File: config.mk
export PLATFORM = sky130hd
export DESIGN_NAME = hdlc_protocol_monitor
export DESIGN_NICKNAME = d
export VERILOG_FILES = /design/src/rtl/hdlc_chk_pkg.sv /design/src/rtl/hdlc_chk_delay.sv /design/src/rtl/hdlc_protocol_monitor.sv
export SDC_FILE = /design/constraint.sdc
export NUM_CORES = 1
export LEC_CHECK = 0
export BUFFER_PORTS_ARGS = -buffer_cell sky130_fd_sc_hd__buf_2
export CORE_MARGIN = 4
export CORE_UTILIZATION = 25
export CTS_CLUSTER_SIZE = 25
export DETAILED_ROUTE_END_ITERATION = 8
export HOLD_SLACK_MARGIN = 0.05
export PLACE_DENSITY = 0.4
export REMOVE_ABC_BUFFERS = 1
export SYNTH_ARGS = -nofsm -noshare
export SYNTH_HDL_FRONTEND = slang
export SYNTH_HIERARCHICAL = 1
export SYNTH_SLANG_ARGS = --single-unit
File: constraint.sdc
create_clock -name Clk -period 4 [get_ports Clk]
set_input_delay 0.4 -clock Clk [delete_from_list [all_inputs] [get_ports Clk]]
set_output_delay 0.4 -clock Clk [all_outputs]
set_load 0.02 [all_outputs]
File: src/rtl/hdlc_chk_pkg.sv
// Shared identifiers, bit patterns and helpers for the HDLC protocol monitor.
package hdlc_chk_pkg;

    typedef enum logic [2:0] {
        CHK_FLAG,
        CHK_ABORT,
        CHK_ABSIG,
        CHK_IDLE,
        CHK_TXABORT
    } chk_id_e;

    localparam int         NUM_CHK        = 5;
    localparam logic [7:0] FLAG_PAT       = 8'h7E;
    localparam logic [7:0] ABORT_PAT      = 8'h7F;
    localparam logic [2:0] ADDR_TXSC      = 3'd0;
    localparam int         TXSC_ABORT_BIT = 2;

    function automatic int popCnt(input logic [NUM_CHK-1:0] v);
        int n = 0;
        for (int i = 0; i < NUM_CHK; i++) n += int'(v[i]);
        return n;
    endfunction

endpackage

File: src/rtl/hdlc_chk_delay.sv
// Expectation shift line: a trigger entering now emerges as ExpNow LAT cycles later.
module hdlc_chk_delay #(
    parameter int LAT = 1
) (
    input  logic Clk,
    input  logic Rst,
    input  logic Trig,
    output logic ExpNow
);

    logic [LAT-1:0] vldPipe;

    always_ff @(posedge Clk or negedge Rst) begin
        if (!Rst) begin
            vldPipe <= '0;
        end else begin
            vldPipe[0] <= Trig;
            for (int i = 1; i < LAT; i++) vldPipe[i] <= vldPipe[i-1];
        end
    end

    assign ExpNow = vldPipe[LAT-1];

endmodule

File: src/rtl/hdlc_protocol_monitor.sv
// Passive HDLC checker: bit-level reference of flag/abort/idle/Tx-abort behaviour
// with per-check error pulses, sticky flags and saturating counters.
module hdlc_protocol_monitor
    import hdlc_chk_pkg::*;
#(
    parameter int                 FLAG_LAT    = 2,
    parameter int                 ABORT_LAT   = 2,
    parameter int                 TXABORT_LAT = 3,
    parameter int                 IDLE_LEN    = 8,
    parameter int                 CNT_W       = 16,
    parameter logic [NUM_CHK-1:0] CHK_EN      = 5'h1F
) (
    input  logic                            Clk,
    input  logic                            Rst,
    input  logic                            Clr,
    input  logic                            Rx,
    input  logic                            Rx_FlagDetect,
    input  logic                            Rx_AbortDetect,
    input  logic                            Rx_ValidFrame,
    input  logic                            Rx_AbortSignal,
    input  logic                            Tx,
    input  logic                            Tx_ValidFrame,
    input  logic                            WriteEnable,
    input  logic [2:0]                      Address,
    input  logic [7:0]                      Data_In,
    input  logic                            Tx_AbortedTrans,
    output logic [NUM_CHK-1:0]              ErrPulse,
    output logic [NUM_CHK-1:0]              ErrSticky,
    output logic [NUM_CHK-1:0][CNT_W-1:0]   ErrCnt,
    output logic [CNT_W-1:0]                ErrTotal
);

    localparam int               RUN_W    = $clog2(IDLE_LEN + 2);
    localparam logic [RUN_W-1:0] IDLE_MAX = RUN_W'(IDLE_LEN + 1);

    logic [7:0]                      hist;
    logic [3:0]                      sampCnt;
    logic                            histOk;
    logic [RUN_W-1:0]                idleRun;
    logic                            abortDetQ;
    logic [NUM_CHK-1:0]              trig, expNow, errNow;
    logic [NUM_CHK-1:0][CNT_W-1:0]   cntNext;
    logic [CNT_W-1:0]                cntBase, totBase;
    logic [CNT_W:0]                  totSum;
    logic                            unusedData;

    assign unusedData = ^{Data_In[7:3], Data_In[1:0]};
    assign histOk     = (sampCnt == 4'd8);

    always_ff @(posedge Clk or negedge Rst) begin
        if (!Rst) begin
            hist      <= '0;
            sampCnt   <= '0;
            idleRun   <= '0;
            abortDetQ <= 1'b0;
        end else begin
            hist      <= {hist[6:0], Rx};
            abortDetQ <= Rx_AbortDetect;
            if (!histOk) sampCnt <= sampCnt + 4'd1;
            if (Tx_ValidFrame)          idleRun <= '0;
            else if (idleRun != IDLE_MAX) idleRun <= idleRun + 1'b1;
        end
    end

    always_comb begin
        trig = '0;
        trig[CHK_FLAG]    = histOk && (hist == FLAG_PAT);
        trig[CHK_ABORT]   = histOk && (hist == ABORT_PAT);
        trig[CHK_ABSIG]   = Rx_AbortDetect && Rx_ValidFrame;
        trig[CHK_IDLE]    = (idleRun == IDLE_MAX);
        trig[CHK_TXABORT] = WriteEnable && (Address == ADDR_TXSC) && Data_In[TXSC_ABORT_BIT];
    end

    for (genvar k = 0; k < NUM_CHK; k++) begin : gChk
        localparam int LAT = (k == int'(CHK_FLAG))    ? FLAG_LAT    :
                             (k == int'(CHK_ABORT))   ? ABORT_LAT   :
                             (k == int'(CHK_TXABORT)) ? TXABORT_LAT : 1;
        hdlc_chk_delay #(.LAT(LAT)) uDelay (
            .Clk    (Clk),
            .Rst    (Rst),
            .Trig   (trig[k] && CHK_EN[k]),
            .ExpNow (expNow[k])
        );
    end

    // Abort must be a genuine rise: low one cycle before the due cycle, high on it.
    always_comb begin
        errNow = '0;
        errNow[CHK_FLAG]    = expNow[CHK_FLAG]    && !Rx_FlagDetect;
        errNow[CHK_ABORT]   = expNow[CHK_ABORT]   && !(Rx_AbortDetect && !abortDetQ);
        errNow[CHK_ABSIG]   = expNow[CHK_ABSIG]   && !Rx_AbortSignal;
        errNow[CHK_IDLE]    = expNow[CHK_IDLE]    && !Tx;
        errNow[CHK_TXABORT] = expNow[CHK_TXABORT] && !Tx_AbortedTrans;
    end

    // Clear takes effect before the same-cycle failure is counted.
    always_comb begin
        cntNext = '0;
        cntBase = '0;
        for (int k = 0; k < NUM_CHK; k++) begin
            cntBase    = Clr ? '0 : ErrCnt[k];
            cntNext[k] = (errNow[k] && (cntBase != '1)) ? cntBase + 1'b1 : cntBase;
        end
        totBase = Clr ? '0 : ErrTotal;
        totSum  = {1'b0, totBase} + (CNT_W+1)'(popCnt(errNow));
    end

    always_ff @(posedge Clk or negedge Rst) begin
        if (!Rst) begin
            ErrPulse  <= '0;
            ErrSticky <= '0;
            ErrCnt    <= '0;
            ErrTotal  <= '0;
        end else begin
            ErrPulse  <= errNow;
            ErrSticky <= (Clr ? '0 : ErrSticky) | errNow;
            ErrCnt    <= cntNext;
            ErrTotal  <= totSum[CNT_W] ? '1 : totSum[CNT_W-1:0];
        end
    end

endmodule

# --- After elaboration in Yosys (flattened, before gate mapping) ---
# Cells that the tools add are included.
op_classes:
  add_sub_neg: 12
  n_eq_ne: 10
  muxes: 15
  n_bitwise: 1
  reduce_logical: 24
op_table:
  columns: ["op", "count"]
  rows:
  - ["$mux 16", 12]
  - ["$add 16x1->16 const B", 5]
  - ["$ne 16x16->1 const B", 5]
  - ["$add 16x5->17", 1]
  - ["$eq 8x7->1 const B", 2]
  - ["$logic_and 1x1->1", 16]
  - ["$add 4x1->4 const B", 2]
  - ["$eq 4x4->1 const B", 2]
  - ["$mux 4", 2]
  - ["$logic_not 1->1", 6]
  - ["$add 4x1->5", 1]
  - ["$mux 5", 1]
  - ["$or 5x5->5", 1]
  - ["$add 3x1->4", 1]
  - ["$ne 4x4->1 const B", 1]
  - ["$add 2x1->3", 1]
  - ["$logic_not 3->1", 1]
  - ["$add 1x1->2", 1]
  - ["$reduce_bool 2->1", 1]
word_totals:
  register_bits: 132
  out_inout_bits: 106
  wordCells: 79

# --- Depth between registers and ports, before layout ---
depth:
  ltp_word: 10
  ltp_mapped: 14
  mapped_depth_nobuf: 12

# --- Cells and area by module ---
# Netlist, hierarchy kept.
modules_own_cells:
  columns: ["module", "instances", "cells_per_inst", "area_each_um2", "seq_area_each_um2"]
  rows:
  - ["hdlc_protocol_monitor", 1, 650, 6451.2, 3078.0]
  - ["hdlc_chk_delay (gChk[0].uDelay ...)", 2, 2, 50.0, 50.0]
  - ["hdlc_chk_delay (gChk[4].uDelay)", 1, 3, 75.1, 75.1]
  - ["hdlc_chk_delay (gChk[2].uDelay ...)", 2, 1, 25.0, 25.0]

# --- Worst setup path before layout ---
# No wires, ideal clock.
synth_path:
  path_kind: "reg-to-reg"
  start: "register abortDetQ"
  end: "register ErrTotal[12]"
  arrival_time_ps: 3479
  required_ps: 3860
  slack_ps: 382
  path_stages_with_launch: 14
  path_buffers: 2
  period_less_slack_ps: 3618
  path_cell_list: "dfrtp_1 -> nand2b_1 -> nand2_1 -> buf_1 -> fa_1 -> fa_1 -> inv_1 -> ha_1 -> fa_1 -> a21oi_1 -> nor4_2 -> nand3_1 -> clkbuf_1 -> o21ai_0"
synth_between:
  elab_chain_len: 10
synth_rtl:
  columns: ["item", "line_no", "source"]
  rows:
  - ["start, declared", "hdlc_protocol_monitor.sv:40", "logic abortDetQ;"]
  - ["start signal, assigned", "hdlc_protocol_monitor.sv:58", "abortDetQ <= Rx_AbortDetect;"]
  - ["$logic_not 1->1", "hdlc_protocol_monitor.sv:90", "errNow[CHK_ABORT] = expNow[CHK_ABORT] && !(Rx_AbortDetect && !abortDetQ);"]
  - ["$logic_and 1x1->1", "hdlc_protocol_monitor.sv:90", null]
  - ["$logic_not 1->1", "hdlc_protocol_monitor.sv:90", null]
  - ["$logic_and 1x1->1", "hdlc_protocol_monitor.sv:90", null]
  - ["$add 1x1->2", "hdlc_chk_pkg.sv:20", "for (int i = 0; i < NUM_CHK; i++) n += int'(v[i]);"]
  - ["$add 2x1->3", "hdlc_chk_pkg.sv:20", null]
  - ["$add 3x1->4", "hdlc_chk_pkg.sv:20", null]
  - ["$add 4x1->5", "hdlc_chk_pkg.sv:20", null]
  - ["$add 16x5->17", "hdlc_protocol_monitor.sv:105", "totSum = {1'b0, totBase} + (CNT_W+1)'(popCnt(errNow));"]
  - ["$mux 16", "hdlc_protocol_monitor.sv:118", "ErrTotal <= totSum[CNT_W] ? '1 : totSum[CNT_W-1:0];"]
  - ["end signal, assigned", "hdlc_protocol_monitor.sv:118", null]
  - ["end, declared", "hdlc_protocol_monitor.sv:30", "output logic [CNT_W-1:0] ErrTotal"]
# No other way between the ends.
# A chain may end at the register's enable or synchronous reset.

# --- Worst setup path in the final report ---
layout_path:
  start: "register gChk[0].uDelay.vldPipe[1]"
  end: "register ErrTotal[4]"
layout_between:
  elab_chain_len: 7
layout_rtl:
  columns: ["item", "line_no", "source"]
  rows:
  - ["start, declared", "hdlc_chk_delay.sv:11", "logic [LAT-1:0] vldPipe;"]
  - ["start signal, assigned", "hdlc_chk_delay.sv:15", "vldPipe <= '0;"]
  - ["$logic_and 1x1->1", "hdlc_protocol_monitor.sv:89", "errNow[CHK_FLAG] = expNow[CHK_FLAG] && !Rx_FlagDetect;"]
  - ["$add 1x1->2", "hdlc_chk_pkg.sv:20", null]
  - ["$add 2x1->3", "hdlc_chk_pkg.sv:20", null]
  - ["$add 3x1->4", "hdlc_chk_pkg.sv:20", null]
  - ["$add 4x1->5", "hdlc_chk_pkg.sv:20", null]
  - ["$add 16x5->17", "hdlc_protocol_monitor.sv:105", null]
  - ["$mux 16", "hdlc_protocol_monitor.sv:118", null]
# No other way between the ends.

==> flow_metrics.py <==
metrics = {
    "outcome": {
        "status": "completed",
    },
    "clock_tree": {
        "cts_resized": 0,
        "htreeDepth": 4,
        "clockRootBuffer": "clkbuf_16",
        "clock-sinks": 132,
        "path_clk_slew_ps": 60,
        "postCtsHoldBufs": 0,
        "post-cts-setup-buffer-count": 0,
        "cts_tree": "built",
        "insertion_delay_ps": 410,
        "numCtsBuffers": 17,
        "cts.path.max_buffers": 2,
    },
    "global_routing": {
        "antenna_found_initial": 0,
        "grt_pass1_vias": 5247,
        "grt_max_degree": 96,
        "grt_pass1_wl_mm": 28.65,
        "grt_use_total_pct": 12.09,
        "grt_remaining_overflow": 0,
    },
    "synth": {
        "synth.ff_latch_count": 132,
        "yosys.area.top_type_share_pct": 49.48,
        "yosysSeqAreaShare_pct": 49.48,
        "synth.area.top_cells": "dfrtp_1 (49%), xnor2_1 (7.5%), nor2b_1 (3.3%)",
        "synth_flop_cell": "dfrtp_1",
        "synthCells": 659,
        "synth_edf_count": 0,
        "syn_area_sq_mm": 0.006676,
        "synth_warnings": 6,
        "synth_largest_area_cell": "dfrtp_1",
        "synth_cell_type_count": 57,
        "synthArstFlopShare_pct": 100.0,
        "avgSynthCellArea_sq_um": 10.13,
    },
    "timing": {
        "finalSetupViolations": 0,
        "worstMarginPinSlew_ps": 946.5,
        "rsz0062_at_grt": "false",
        "fin_setup_tns_ps": 0,
        "finClkSkew_ps": 10.42,
        "drv_slew": 0,
        "max_freq_mhz": 304.9,
        "slew-limit-headroom_pct": 36.90,
        "period_share_pct": 81.98,
        "hold_viol": 0,
        "finalCriticalPeriod_ps": 3279,
    },
    "route": {
        "routed_wl_mm": 17.13,
        "post_drt_wl_per_cell_microns": 15.10,
        "firstDrtPassIters": 4,
        "drcViolationCount": 0,
        "first_iter_violations": 265,
        "vias": 5184,
        "via_per_inst": 4.571,
        "ant_nets": 0,
    },
    "placed_design": {
        "place_congestion": 0.7150,
        "io_buffers": 121,
        "dpl.hpwl_mm": 12.01,
    },
    "floorplanning": {
        "rows": 59,
        "pin_count": 129,
        "initial_core_util_pct": 25.55,
        "die_h_microns": 171.4,
        "dieArea_sq_mm": 0.02938,
        "die_w_microns": 171.4,
        "core-area_sq_mm": 0.02613,
    },
    "worst_setup_path": {
        "cp.arrival_ps": 3560,
        "worst-setup-path-type": "reg -> reg",
        "start_kind": "flop",
        "worst_ep_required_time_ps": 4280,
        "cp_max_fo": 11,
        "cp-end-kind": "flop",
    },
    "power": {
        "ir_drop_v": 0.0001992,
        "leakagePower_nw": 3.825,
        "powerDensity_mw_per_mm2": 364.0,
    },
    "finish": {
        "diodes": 0,
        "final_layout_size_suffix_gt1_share_pct": 22.78,
        "nFillCells": 2811,
        "utilization_pct": 31.72,
        "final_nets": 826,
        "seq_area_sq_mm": 0.003303,
        "multi_input_comb_area_sq_mm": 0.003174,
        "syn_to_final_growth_pct": 24.16,
    },
    "hold_path": {
        "min_path_type": "in -> async",
    },
    "job": {
        "drv_cap": 0,
    },
}
cell usage after synthesis, types with 3 or more instances:
| cell type | instances |
|---|---|
| nor3_1 | 21 |
| a211oi_1 | 11 |
| and3_1 | 11 |
| nor2_1 | 53 |
| buf_4 | 3 |
| or4_1 | 6 |
| and4b_1 | 5 |
| inv_1 | 26 |
| clkbuf_1 | 12 |
| a21oi_1 | 21 |
| xor2_1 | 9 |
| ha_1 | 13 |
| buf_1 | 5 |
| and2_1 | 5 |
| dfrtp_1 | 132 |
| a2111oi_0 | 4 |
| nand4b_1 | 7 |
| a2111oi_4 | 3 |
| nor4_1 | 10 |
| mux2_2 | 6 |
| nand2b_1 | 22 |
| nand2_1 | 41 |
| o2111ai_1 | 3 |
| a31oi_1 | 7 |
| or3_1 | 6 |
| nand3_1 | 36 |
| and4_1 | 4 |
| o21ai_0 | 20 |
| fa_1 | 3 |
| nor2b_1 | 35 |
| buf_2 | 3 |
| nand4_1 | 24 |
| xnor2_1 | 57 |
| o31ai_1 | 6 |
worst paths after layout:
path                                                     start  cells past startpoint                                   to  slack [ps]
max                        gChk[0].uDelay/vldPipe[1]$_DFF_PN0_                     13                ErrTotal[4]$_DFF_PN0_         720
min                                                        Rst                      1                 ErrCnt[44]$_DFF_PN0_          50
max reg2reg                gChk[0].uDelay/vldPipe[1]$_DFF_PN0_                     13                ErrTotal[4]$_DFF_PN0_         720
min reg2reg                gChk[1].uDelay/vldPipe[0]$_DFF_PN0_                      0  gChk[1].uDelay/vldPipe[1]$_DFF_PN0_         360
max in group asynchronous                                  Rst                      2                  ErrCnt[1]$_DFF_PN0_        2930
min in group Clk                                            Rx                      1                    hist[0]$_DFF_PN0_         100
cells by family (layout without fill, tap and decap cells):
| family | after synthesis | count (layout) | share of synthesized area [%] |
|---|---|---|---|
| and+or+nand+nor | 304 | 304 | 25.26 |
| AOI/OAI and AO/OA | 84 | 84 | 8.977 |
| adders and majority gates | 16 | 16 | 3.336 |
| muxes | 8 | 8 | 1.312 |
| DFF | 132 | 132 | 49.48 |
| xor gates and xnor gates | 66 | 66 | 8.658 |
| buffers and inverters | 49 | 189 | 2.980 |
worst max-delay path, stage by stage, from the launching register on:
cell	delay, ps
dfrtp_1	350
nor2b_1	130
inv_1	190
fa_1	490
fa_1	520
inv_1	40
ha_1	200
fa_1	400
a21oi_1	250
nor4_2	80
buf_4	160
nand3_1	60
buf_4	170
o21ai_0	100
report_power, final:
group	switching, W	leakage [nW]	total [W]	internal, W
logic	0.0000698	1.74	0.0000981	0.0000283
registers	0.00000968	1.81	0.00136	0.00135
clock network	0.000611	0.271	0.00156	0.000950
final cells by class:
class / count / share of cell area (%)
clock buffer: 20 / 5.509
clock inverter: 11 / 1.555
inverter: 26 / 1.177
multi-input combinational: 478 / 38.29
sequential: 132 / 39.85
tap: 335 / 5.057
timing repair buffer: 132 / 8.558
placed cells by master, fill, tap and decap left out, types with 3 or more instances in the layout:
cell type,count
nand4_1,24
nor2_1,53
o31ai_1,6
a2111oi_0,4
xnor2_1,57
or4_1,6
nand3_1,36
nand2_1,41
nor2b_1,35
xor2_1,9
a2111oi_4,3
a211oi_1,11
nor3_1,21
and3_1,11
fa_1,3
a21oi_1,21
or3_1,6
nand2b_1,22
nor4_1,10
buf_2,119
a31oi_1,7
and4b_1,5
clkbuf_16,17
and2_1,5
clkinvlp_4,5
buf_4,11
mux2_2,6
and4_1,4
inv_1,26
o2111ai_1,3
dfrtp_1,132
o21ai_0,20
nand4b_1,7
ha_1,13
flip-flops by register name (all words and copies together), names as in the netlist:
signal               flops
abortDetQ                1
ErrCnt                  80
hist                     8
idleRun                  4
sampCnt                  4
ErrTotal                16
gChk.uDelay/vldPipe      7
gChk.uDelay/ExpNow       2
ErrPulse                 5
ErrSticky                5
per-stage QoR:
step           total power [W]  area [sq um]  hold WS (ps)  std cells  worst slack, ps
2_1_floorplan         0.001410          6575         104.4        636            653.2
3_3_place_gp          0.001488          7704         335.7       1103            518.9
3_5_place_dp          0.001487          7704         340.4       1103            495.3
4_1_cts               0.003087          8289         68.92       1134            634.7
5_1_grt               0.003155          8289         69.79       1134            490.1
6_report              0.003017          8289         47.61       1134            720.7
routing by layer:
layer  vias to the layer above  GRT usage (%)  routed length [microns]
li1                       2587              -                        -
met1                      2485          17.14                     8552
met2                       100          18.68                     7718
met3                        12          2.367                      650
met4                         0          3.720                      208
met5                         -              0                        0
No activity file was read; power rests on OpenSTA's default activity.
